File: src/rtl/alu_operand_arbiter.sv
// Round-robin arbiter sharing one registered operand bus between requesters A and B.
// Optional saturating accept counters are enabled by defining ALU_ARB_PERF_EN.
module alu_operand_arbiter #(
    parameter int W     = 31,
    parameter int CNT_W = 16
) (
    input  logic             clk,
    input  logic             rst_n,
    input  logic             a_valid,
    output logic             a_ready,
    input  logic [W:0]       a_data,
    input  logic             b_valid,
    output logic             b_ready,
    input  logic [W:0]       b_data,
    output logic             out_valid,
    input  logic             out_ready,
    output logic [W:0]       out_data,
    output logic             out_src
`ifdef ALU_ARB_PERF_EN
    ,
    output logic [CNT_W-1:0] a_count,
    output logic [CNT_W-1:0] b_count
`endif
);

    if (CNT_W < 1) begin : g_bad_cnt_w
        $error("CNT_W must be at least 1");
    end

    logic       prio;
    logic       load_p0;
    logic       pick_a_p0;
    logic       pick_b_p0;
    logic [W:0] sel_data_p0;

    // Stage p0: load enable, winner pick and 2:1 operand select
    assign load_p0     = rst_n && (!out_valid || out_ready);
    assign pick_a_p0   = a_valid && (!b_valid || prio);
    assign pick_b_p0   = b_valid && !pick_a_p0;
    assign a_ready     = load_p0 && pick_a_p0;
    assign b_ready     = load_p0 && pick_b_p0;
    assign sel_data_p0 = pick_a_p0 ? a_data : b_data;

    // Stage p1: output register, source tag and round-robin pointer
    always_ff @(posedge clk or negedge rst_n) begin
        if (!rst_n) begin
            out_valid <= 1'b0;
            out_data  <= '0;
            out_src   <= 1'b0;
            prio      <= 1'b1;
        end else if (load_p0) begin
            if (a_ready || b_ready) begin
                out_valid <= 1'b1;
                out_data  <= sel_data_p0;
                out_src   <= a_ready;
                prio      <= b_ready;
            end else begin
                out_valid <= 1'b0;
            end
        end
    end

`ifdef ALU_ARB_PERF_EN
    function automatic logic [CNT_W-1:0] sat_inc(input logic [CNT_W-1:0] v);
        return (&v) ? v : v + 1'b1;
    endfunction

    always_ff @(posedge clk or negedge rst_n) begin
        if (!rst_n) begin
            a_count <= '0;
            b_count <= '0;
        end else begin
            if (a_ready) a_count <= sat_inc(a_count);
            if (b_ready) b_count <= sat_inc(b_count);
        end
    end
`endif

endmodule
File: config.mk
export PLATFORM = sky130hd
export DESIGN_NAME = alu_operand_arbiter
export DESIGN_NICKNAME = d
export VERILOG_FILES = /design/src/rtl/alu_operand_arbiter.sv
export SDC_FILE = /design/constraint.sdc
export NUM_CORES = 1
export LEC_CHECK = 0
export ABC_AREA = 1
export BUFFER_PORTS_ARGS = -buffer_cell sky130_fd_sc_hd__buf_2
export CORE_ASPECT_RATIO = 1.1
export CORE_MARGIN = 3
export CORE_UTILIZATION = 48
export DETAILED_ROUTE_END_ITERATION = 6
export PLACE_DENSITY = 0.86
export SYNTH_ARGS = -nofsm -noshare
export SYNTH_HDL_FRONTEND = slang
export SYNTH_SLANG_ARGS = --single-unit
File: constraint.sdc
create_clock -name clk -period 3.26 [get_ports clk]
set_input_delay 0.489 -clock clk [delete_from_list [all_inputs] [get_ports clk]]
set_output_delay 0.489 -clock clk [all_outputs]
set_load 0.02 [all_outputs]
==> impl_results.md, run 1 <==
- CP Max Fanout: 33
- DRC errors left: 0
- Worst reg2reg startpoint: prio
- Initial antenna violation count: 0
- First-pass GRT wire length: 8270 µm
- Placed insts: 407
- Final core occ: 67.5%
- Num rows: 23
- Most numerous cell in the Yosys netlist: nand2_1
- Run status: finished clean
- Gpl congestion: 0.738
- Least-Margin Pin Slew: 0.781 ns
- Design area: 2510 µm²
- Final cell count without fillers: 415
- Max Cap Viol: 0
- Most instantiated cells after synthesis: 135 x nand2_1, 66 x nand3_1, 34 x dfrtp_1
- Root Buffer: clkbuf_8
- DR vias: 2,056
- Post-synth top area cell: dfrtp_1
- Synth-to-layout area growth: 33.2%
- Post-synth ARST share: 100%
- Ant diodes: 0
- Setup bufs post-CTS: 0
- Fmax: 469 MHz
- Period utilization: 65.4%
- Clock-pin slew on the worst setup and hold paths: 0.07 ns
- Worst path required time: 3.47 ns
- Max rail drop VDD: 275 µV
- Worst setup margin: 1.13 ns
- Vias/cell: 4.95
- Final setup viols: 0
- EDFF count, synth: 0
- Hpwl dp: 3580 µm
- Syn Inst Count: 267
- Drt pass-1 iters: 4
- Post-route ant nets: 0
- Gr ovfl total: 0
- Latest clock arrival within the worst-skew pair: 0.27 ns
- Crit path DAT: 2.34 ns
- Die height: 71.7 µm
- Post-DP Area: 2410 µm²
- Syn Nets: 336
- Nets: 433
- Total wire length: 4990 µm
- Die width: 65.7 µm
- Share of layout cells above drive strength 1: 33.7%
- Port Buffer Count: 104
- Initial Util: 50.7%
- CP Capture Type: flip-flop
- Yosys top cell area share: 45.2%
- Starting DRC count in detailed routing: 84
- Core area: 3710 µm²
- Minimum clock period: 2.13 ns
- Hold WC Path Type: in2async
- RSZ-0062 raised after global routing: false
- Setup total negative slack: 0 ns
- Hold Slack: 0.145 ns
- CTS tree: done
- Clock skew: 0.00107 ns
- Average size of a mapped cell: 7.05 µm²
- Cts hold-fix bufs: 0
- Final Hold Fails: 0
- PostCTS Resize Cnt: 0
- Worst slack, placed: 1.09 ns
- Yosys warnings: 0
- Final Power: 1.48 mW
- Kind of critical path: reg2reg
- Leak: 1.57 nW
- Pin count of the biggest net entering global routing: 36
- Reg-to-reg slack, setup: 1.13 ns
- Synth area leaders: dfrtp_1 45%, nand2_1 27%, nand3_1 18%
- Synth cell types: 14
- Relative slew slack: 47.8%
- R2r endpoint: out_data[13]
- Power Density: 592 nW/µm²
- Clock buffer depth: 2
- DR WL/cell: 12.0 µm
- Synth Flop Type: dfrtp_1
- Worst r2r path cells: 6
- Crit start category: flip-flop
- CTS buffer count: 5
- CTS H-tree depth: 2
- CTS Sinks: 35
- Max-slew violation count: 0
- Post-synthesis sequential area ratio: 46.6%
- Die area: 4710 µm²
- Cell Area, Synth: 1880 µm²
- Gr usage total: 22.0%
- IO Pins: 105
- Number of global-route vias before repair: 1,875
- #FFs+latches synth: 35
## routing by layer
layer,wire (µm),share of wire (%),up-vias,track usage [%]
met4,57,1.1,0,5.53
met1,2080,42,909,27.8
li1,-,-,1041,-
met3,446,8.9,7,3.61
met5,0,0,-,0
met2,2400,48,99,38.9
## worst max-delay path by stage
stage | from | to | slack (ns) | cells past startpoint
after floorplan | out_ready | b_ready | 1.50 | 5
after global placement | b_valid | out_data[16] | 1.14 | 6
after detailed placement | b_valid | out_data[1] | 1.09 | 6
after CTS | prio | out_data[1] | 1.11 | 6
after global routing | prio | out_data[5] | 0.87 | 6
final | prio | out_data[13] | 1.13 | 6
## critical path, cell delays in order (launching register included)
cell     delay (ns)
dfstp_2        0.52
inv_1          0.08
nand2_2        0.44
nand2_2        0.14
a21oi_4        0.66
nand2_1        0.10
nand2_1        0.11
## cells in the final DEF (no fill, tap or decap), drive strengths merged
master	n
a21boi	1
inv	6
dfstp	1
a21oi	1
nor2	1
buf	109
dfrtp	34
nand3	66
nand2	138
clkbuf	8
## layout make-up
cell class / instances / area [µm²]
fill: 341 / 1200
multi-input combinational: 207 / 887
sequential: 35 / 877
timing repair buffer: 109 / 558
clock buffer: 8 / 100
tap: 50 / 62.6
inverter: 6 / 22.5
## cells by family (layout without fill, tap and decap cells)
kind of cell	after synthesis	after routing	share of synthesized area, %
flops	35	35	46.6
simple gates	205	205	45.6
buf+inv	25	123	6.31
compound gates	2	2	1.46
## state kept, by name (all words and copies together) (netlist names)
signal	count
out_data	32
out_src	1
out_valid	1
prio	1
## report_power, final
part,internal (mW),switching [mW]
Sequential,0.543,0.0610
Clock,0.193,0.142
Combinational,0.190,0.354
Note: power is estimated with default switching activity, not from simulation.
==> run 2, diff against run 1 <==
--- a/config.mk
+++ b/config.mk
@@ -5,13 +5,13 @@
 export SDC_FILE = /design/constraint.sdc
 export NUM_CORES = 1
 export LEC_CHECK = 0
-export ABC_AREA = 1
+export ABC_AREA = 0
 export BUFFER_PORTS_ARGS = -buffer_cell sky130_fd_sc_hd__buf_2
 export CORE_ASPECT_RATIO = 1.1
 export CORE_MARGIN = 3
-export CORE_UTILIZATION = 48
+export CORE_UTILIZATION = 40
 export DETAILED_ROUTE_END_ITERATION = 6
-export PLACE_DENSITY = 0.86
+export PLACE_DENSITY = 0.76
 export SYNTH_ARGS = -nofsm -noshare
 export SYNTH_HDL_FRONTEND = slang
 export SYNTH_SLANG_ARGS = --single-unit
==> constraint.sdc (replaced) <==
create_clock -name clk -period 1.75 [get_ports clk]
set_input_delay 0.2625 -clock clk [delete_from_list [all_inputs] [get_ports clk]]
set_output_delay 0.2625 -clock clk [all_outputs]
set_load 0.02 [all_outputs]
==> impl_results.md, run 2 <==
- Hold Slack: 0.0766 ns
- Clock skew: 0.00727 ns
- Nets: 304
- Max-slew violation count: 0
- P_sw: 1.05 mW
- Crit start category: flip-flop
- Run status: finished clean
- Yosys top cell area share: 43.7%
- Final setup viols: 0
- Kind of critical path: reg2out
- Port Buffer Count: 104
- Gr usage total: 19.4%
- Switching Share: 35.7%
- Synth area leaders: dfrtp_1 44%, o32ai_2 13%, a2bb2oi_2 12%
- Combinational share of power: 39.6%
- Leak: 1.13 nW
- Synth-to-layout area growth: 32.3%
- DR WL/cell: 18.8 µm
- #FFs+latches synth: 35
- Drt pass-1 iters: 4
- Initial Util: 43.2%
- Most frequent cells in the layout: 104 x buf_2, 34 x dfrtp_1
- Fmax: 595 MHz
- Sequential power share: 38.4%
- Minimum clock period: 1.68 ns
- Max reg flops: 32
- Vias/cell: 5.71
- Fill cell count: 397
- Cell family with the largest share of critical-path delay: flip-flops
- Average size of a mapped cell: 14.9 µm²
- CTS Sinks: 35
- Crit path DAT: 1.42 ns
- Die width: 72.5 µm
- Least-Margin Pin Slew: 0.630 ns
- Num rows: 25
- Post-synth top area cell: dfrtp_1
- Total wire length: 5460 µm
- Cell-by-cell listing of the critical path: a21bo_4 > buf_4 > nor2_1 > buf_2
- Slowest stage cell, crit path: dfstp_2
- Syn Nets: 200
- DR vias: 1,656
- First-pass GRT wire length: 8620 µm
- CTS tree: done
- Die area: 5740 µm²
- Final Hold Fails: 0
- EDFF count, synth: 0
- Post-synthesis sequential area ratio: 45.1%
- Power Density: 1140 nW/µm²
- IO Pins: 105
- Initial antenna violation count: 0
- CTS buffer count: 5
- Max Cap Viol: 0
- Clk pwr share: 21.9%
- Gr ovfl total: 0
- Biggest register: out_data
- Cell Area, Synth: 1950 µm²
- Gpl congestion: 0.775
- Post-synth ARST share: 100%
- Max rail drop VDD: 544 µV
- Root Buffer: clkbuf_8
- Clock buffer depth: 2
- Hpwl dp: 3660 µm
- CP Buf/Inv Count: 2
- Period utilization: 96.1%
- RSZ-0062 raised after global routing: false
- Pin count of the biggest net entering global routing: 34
- Post-route ant nets: 0
- Share of layout cells above drive strength 1: 66.9%
- Most instantiated cells after synthesis: 34 x dfrtp_1, 16 x a2bb2oi_1, 16 x a2bb2oi_2, 16 x o32ai_1, 16 x o32ai_2
- Setup total negative slack: 0 ns
- Number of global-route vias before repair: 1,778
- Worst path required time: 1.49 ns
- Most common cell after layout, fill and taps aside: buf_2
- Starting DRC count in detailed routing: 57
- Hold WC Path Type: in2async
- Syn Inst Count: 131
- Reg-to-reg slack, setup: 0.28 ns
- DRC errors left: 0
- Synth Flop Type: dfrtp_1
- Relative slew slack: 57.9%
- CTS H-tree depth: 2
- Int Power: 1.89 mW
- Peak per-stage delay on the critical path: 0.59 ns
- Core area: 4500 µm²
- CP Max Fanout: 10
- Ant diodes: 0
- Clock-pin slew on the worst setup and hold paths: 0.07 ns
- Most numerous cell in the Yosys netlist: dfrtp_1
- Latest clock arrival within the worst-skew pair: 0.29 ns
- Yosys warnings: 0
- Synth cell types: 24
- Die height: 79.1 µm
- CP Capture Type: primary output
[run 2: layout make-up]
cell class	instances	area (µm²)	area share, %
multi-input combinational	78	902	35.1
sequential	35	877	34.1
timing repair buffer	114	623	24.2
clock buffer	8	100	3.89
tap	54	67.6	2.63
inverter	1	3.75	0.146
[run 2: final timing paths]
check / start / endpoint / cells after the start
min in group clk: a_valid / prio / 2
max in group asynchronous: rst_n / out_src / 2
worst min register to register: out_src / out_src / 1
worst max-delay path: prio / b_ready / 4
worst max register to register: prio / out_data[14] / 4
worst min-delay path: rst_n / out_data[31] / 2
[run 2: cells by family after synthesis]
logic type | synth area share (%)
AOI/OAI and AO/OA | 42.6
buffers and inverters | 9.97
DFF | 45.1
and+or+nand+nor | 2.31
[run 2: metal layers]
metal | up-vias | share of wire (%) | GRT usage, %
li1 | 759 | - | -
met1 | 825 | 43 | 23.7
met2 | 66 | 49 | 33.9
met3 | 6 | 7.4 | 4.94
met4 | 0 | 0.97 | 4.43
met5 | - | 0 | 0
[run 2: timing repair]
action / 4_1_cts / 5_1_grt
buffers inserted: 0 / 1
setup endpoints to repair: 1 / 5
gates resized for setup: 1 / 1
gates cloned: 1 / 0
hold buffers: 1 / 0
endpoints found under the hold margin: 3 / 0
[run 2: power groups by stage]
stage	clock network [mW]	logic [mW]	registers, mW
6_report	0.645	1.16	1.13
2_1_floorplan	0	0.591	1.35
3_3_place_gp	0	1.11	1.14
5_1_grt	0.685	1.24	1.15
3_5_place_dp	0	1.14	1.14
4_1_cts	0.657	1.16	1.14
[run 2: worst reg2reg max path, delay by kind of cell (launching register included)]
kind,cells,cell delay (ns)
simple gates,1,0.51
flops,1,0.40
compound gates,2,0.32
buf+inv,1,0.16
[run 2: through the flow]
step	worst slack, ns	total power [mW]	instances	instance area (µm²)	utilization, %
floorplan	0.202	1.94	131	1950	-
global placement	0.0716	2.25	279	2440	54.1
detailed placement	-0.000951	2.28	279	2440	54.1
CTS	0.0350	2.95	289	2560	56.9
global route	0.0246	3.08	290	2570	57.1
finish	0.0690	2.94	290	2570	57.1
==> run 3, diff against run 2 <==
--- a/config.mk
+++ b/config.mk
@@ -12,6 +12,7 @@
 export CORE_UTILIZATION = 40
 export DETAILED_ROUTE_END_ITERATION = 6
 export PLACE_DENSITY = 0.76
+export REMOVE_ABC_BUFFERS = 1
 export SYNTH_ARGS = -nofsm -noshare
 export SYNTH_HDL_FRONTEND = slang
 export SYNTH_SLANG_ARGS = --single-unit
==> impl_results.md, run 3 (synthesized netlist as in run 2, its figures left out) <==
- Final Hold Fails: 0
- Period utilization: 95.0%
- Ant diodes: 0
- Number of global-route vias before repair: 1,744
- Core area: 4500 µm²
- Peak per-stage delay on the critical path: 0.63 ns
- Max-slew violation count: 0
- Drt pass-1 iters: 4
- Least-Margin Pin Slew: 0.603 ns
- Total wire length: 5450 µm
- CTS H-tree depth: 2
- Die width: 72.5 µm
- Clk pwr share: 25.7%
- Num rows: 25
- Worst reg2reg startpoint: prio
- DR WL/cell: 18.6 µm
- Run status: finished clean
- Setup bufs post-CTS: 0
- R2r endpoint: out_data[17]
- Root Buffer: clkbuf_8
- Share of layout cells above drive strength 1: 67.4%
- RSZ-0062 raised after global routing: false
- Die area: 5740 µm²
- Die height: 79.1 µm
- Post-route ant nets: 0
- Gr ovfl total: 0
- Most frequent cells in the layout: 104 x buf_2, 34 x dfrtp_1
- DR vias: 1,639
- Final core occ: 58.2%
- Sequential power share: 36.9%
- Initial antenna violation count: 0
- Int Power: 2.00 mW
- Reg-to-reg slack, setup: 0.33 ns
- Gpl congestion: 0.739
- Initial Util: 43.2%
- Worst path required time: 1.49 ns
- Minimum clock period: 1.66 ns
- Gr usage total: 19.6%
- CP Max Fanout: 10
- Biggest register: out_data
- Crit path DAT: 1.40 ns
- Design area: 2620 µm²
- P_sw: 1.08 mW
- Fmax: 601 MHz
- Crit start category: flip-flop
- Starting DRC count in detailed routing: 34
- Leak: 1.16 nW
- Combinational share of power: 37.5%
- Clock buffer depth: 2
- Kind of critical path: reg2out
- Port Buffer Count: 104
- Clock skew: 0.00681 ns
- CTS buffer count: 5
- DRC errors left: 0
- Post-DP Area: 2460 µm²
- Clock-pin slew on the worst setup and hold paths: 0.08 ns
- Worst r2r path cells: 4
- Final setup viols: 0
- Max Cap Viol: 0
- Relative slew slack: 59.7%
- Worst slack, placed: 0.0389 ns
- Nets: 307
- CP Capture Type: primary output
- Hold Slack: 0.0250 ns
- Pin count of the biggest net entering global routing: 23
- Max reg flops: 32
- Hpwl dp: 3970 µm
- Power Density: 1180 nW/µm²
- Worst setup margin: 0.0873 ns
- CTS Sinks: 35
- Most common cell after layout, fill and taps aside: buf_2
- Hold WC Path Type: in2async
- Synth-to-layout area growth: 34.7%
- Cell-by-cell listing of the critical path: a21bo_4 > nor2_1 > buf_2
- Switching Share: 35.1%
- Latest clock arrival within the worst-skew pair: 0.29 ns
- Slowest stage cell, crit path: dfstp_2
- IO Pins: 105
- First-pass GRT wire length: 8660 µm
- Vias/cell: 5.59
- Max rail drop VDD: 581 µV
- CTS tree: done
[run 3: cell types whose count changed in the layout (fill, tap and decap cells not counted), sizes merged]
cell	change
inv	+1
dlygate4sd3	+1
buf	+2
clkbuf	-2
bufinv	+1
[run 3: worst max-delay path by stage]
stage / startpoint / end / cells past startpoint
after floorplan: prio / a_ready / 2
after global placement: b_valid / a_ready / 4
after detailed placement: b_valid / a_ready / 4
after CTS: prio / b_ready / 3
after global routing: prio / b_ready / 3
final: prio / b_ready / 3
[run 3: layout make-up]
cell class                 count  area (µm²)
tap                           54        67.6
timing repair buffer         117         648
multi-input combinational     78         902
clock buffer                   6        82.6
clock inverter                 2        38.8
sequential                    35         877
fill                         391        1880
inverter                       1        3.75
[run 3: per-stage QoR]
stage / power (mW) / TNS (ns) / cells
finish: 3.08 / 0 / 293
global route: 3.22 / 0 / 293
CTS: 3.10 / 0 / 293
detailed placement: 2.29 / 0 / 282
global placement: 2.27 / 0 / 282
floorplan: 1.84 / -19.71 / 113
[run 3: power by group through the flow]
stage | clock network (mW) | registers (mW) | logic (mW)
finish | 0.791 | 1.13 | 1.15
global route | 0.836 | 1.16 | 1.23
CTS | 0.807 | 1.13 | 1.16
detailed placement | 0 | 1.13 | 1.15
global placement | 0 | 1.14 | 1.13
floorplan | 0 | 1.35 | 0.490
[run 3: critical path, delay by kind of cell, from the launching register on]
family          cells  cell delay (ns)
flops               1             0.63
compound gates      1             0.26
buf+inv             1             0.16
simple gates        1             0.06
[run 3: timing repair]
action,CTS,global route
endpoints found under the setup margin,2,3
hold endpoints to repair,4,0
gates cloned,1,0
hold buffers,2,0
resized for setup,2,1
[run 3: metal layers]
metal	wire length [µm]	global-route usage [%]	up-vias
li1	-	-	766
met1	2240	23.0	805
met2	2830	34.9	64
met3	347	5.70	4
met4	38	4.43	0
met5	0	0	-
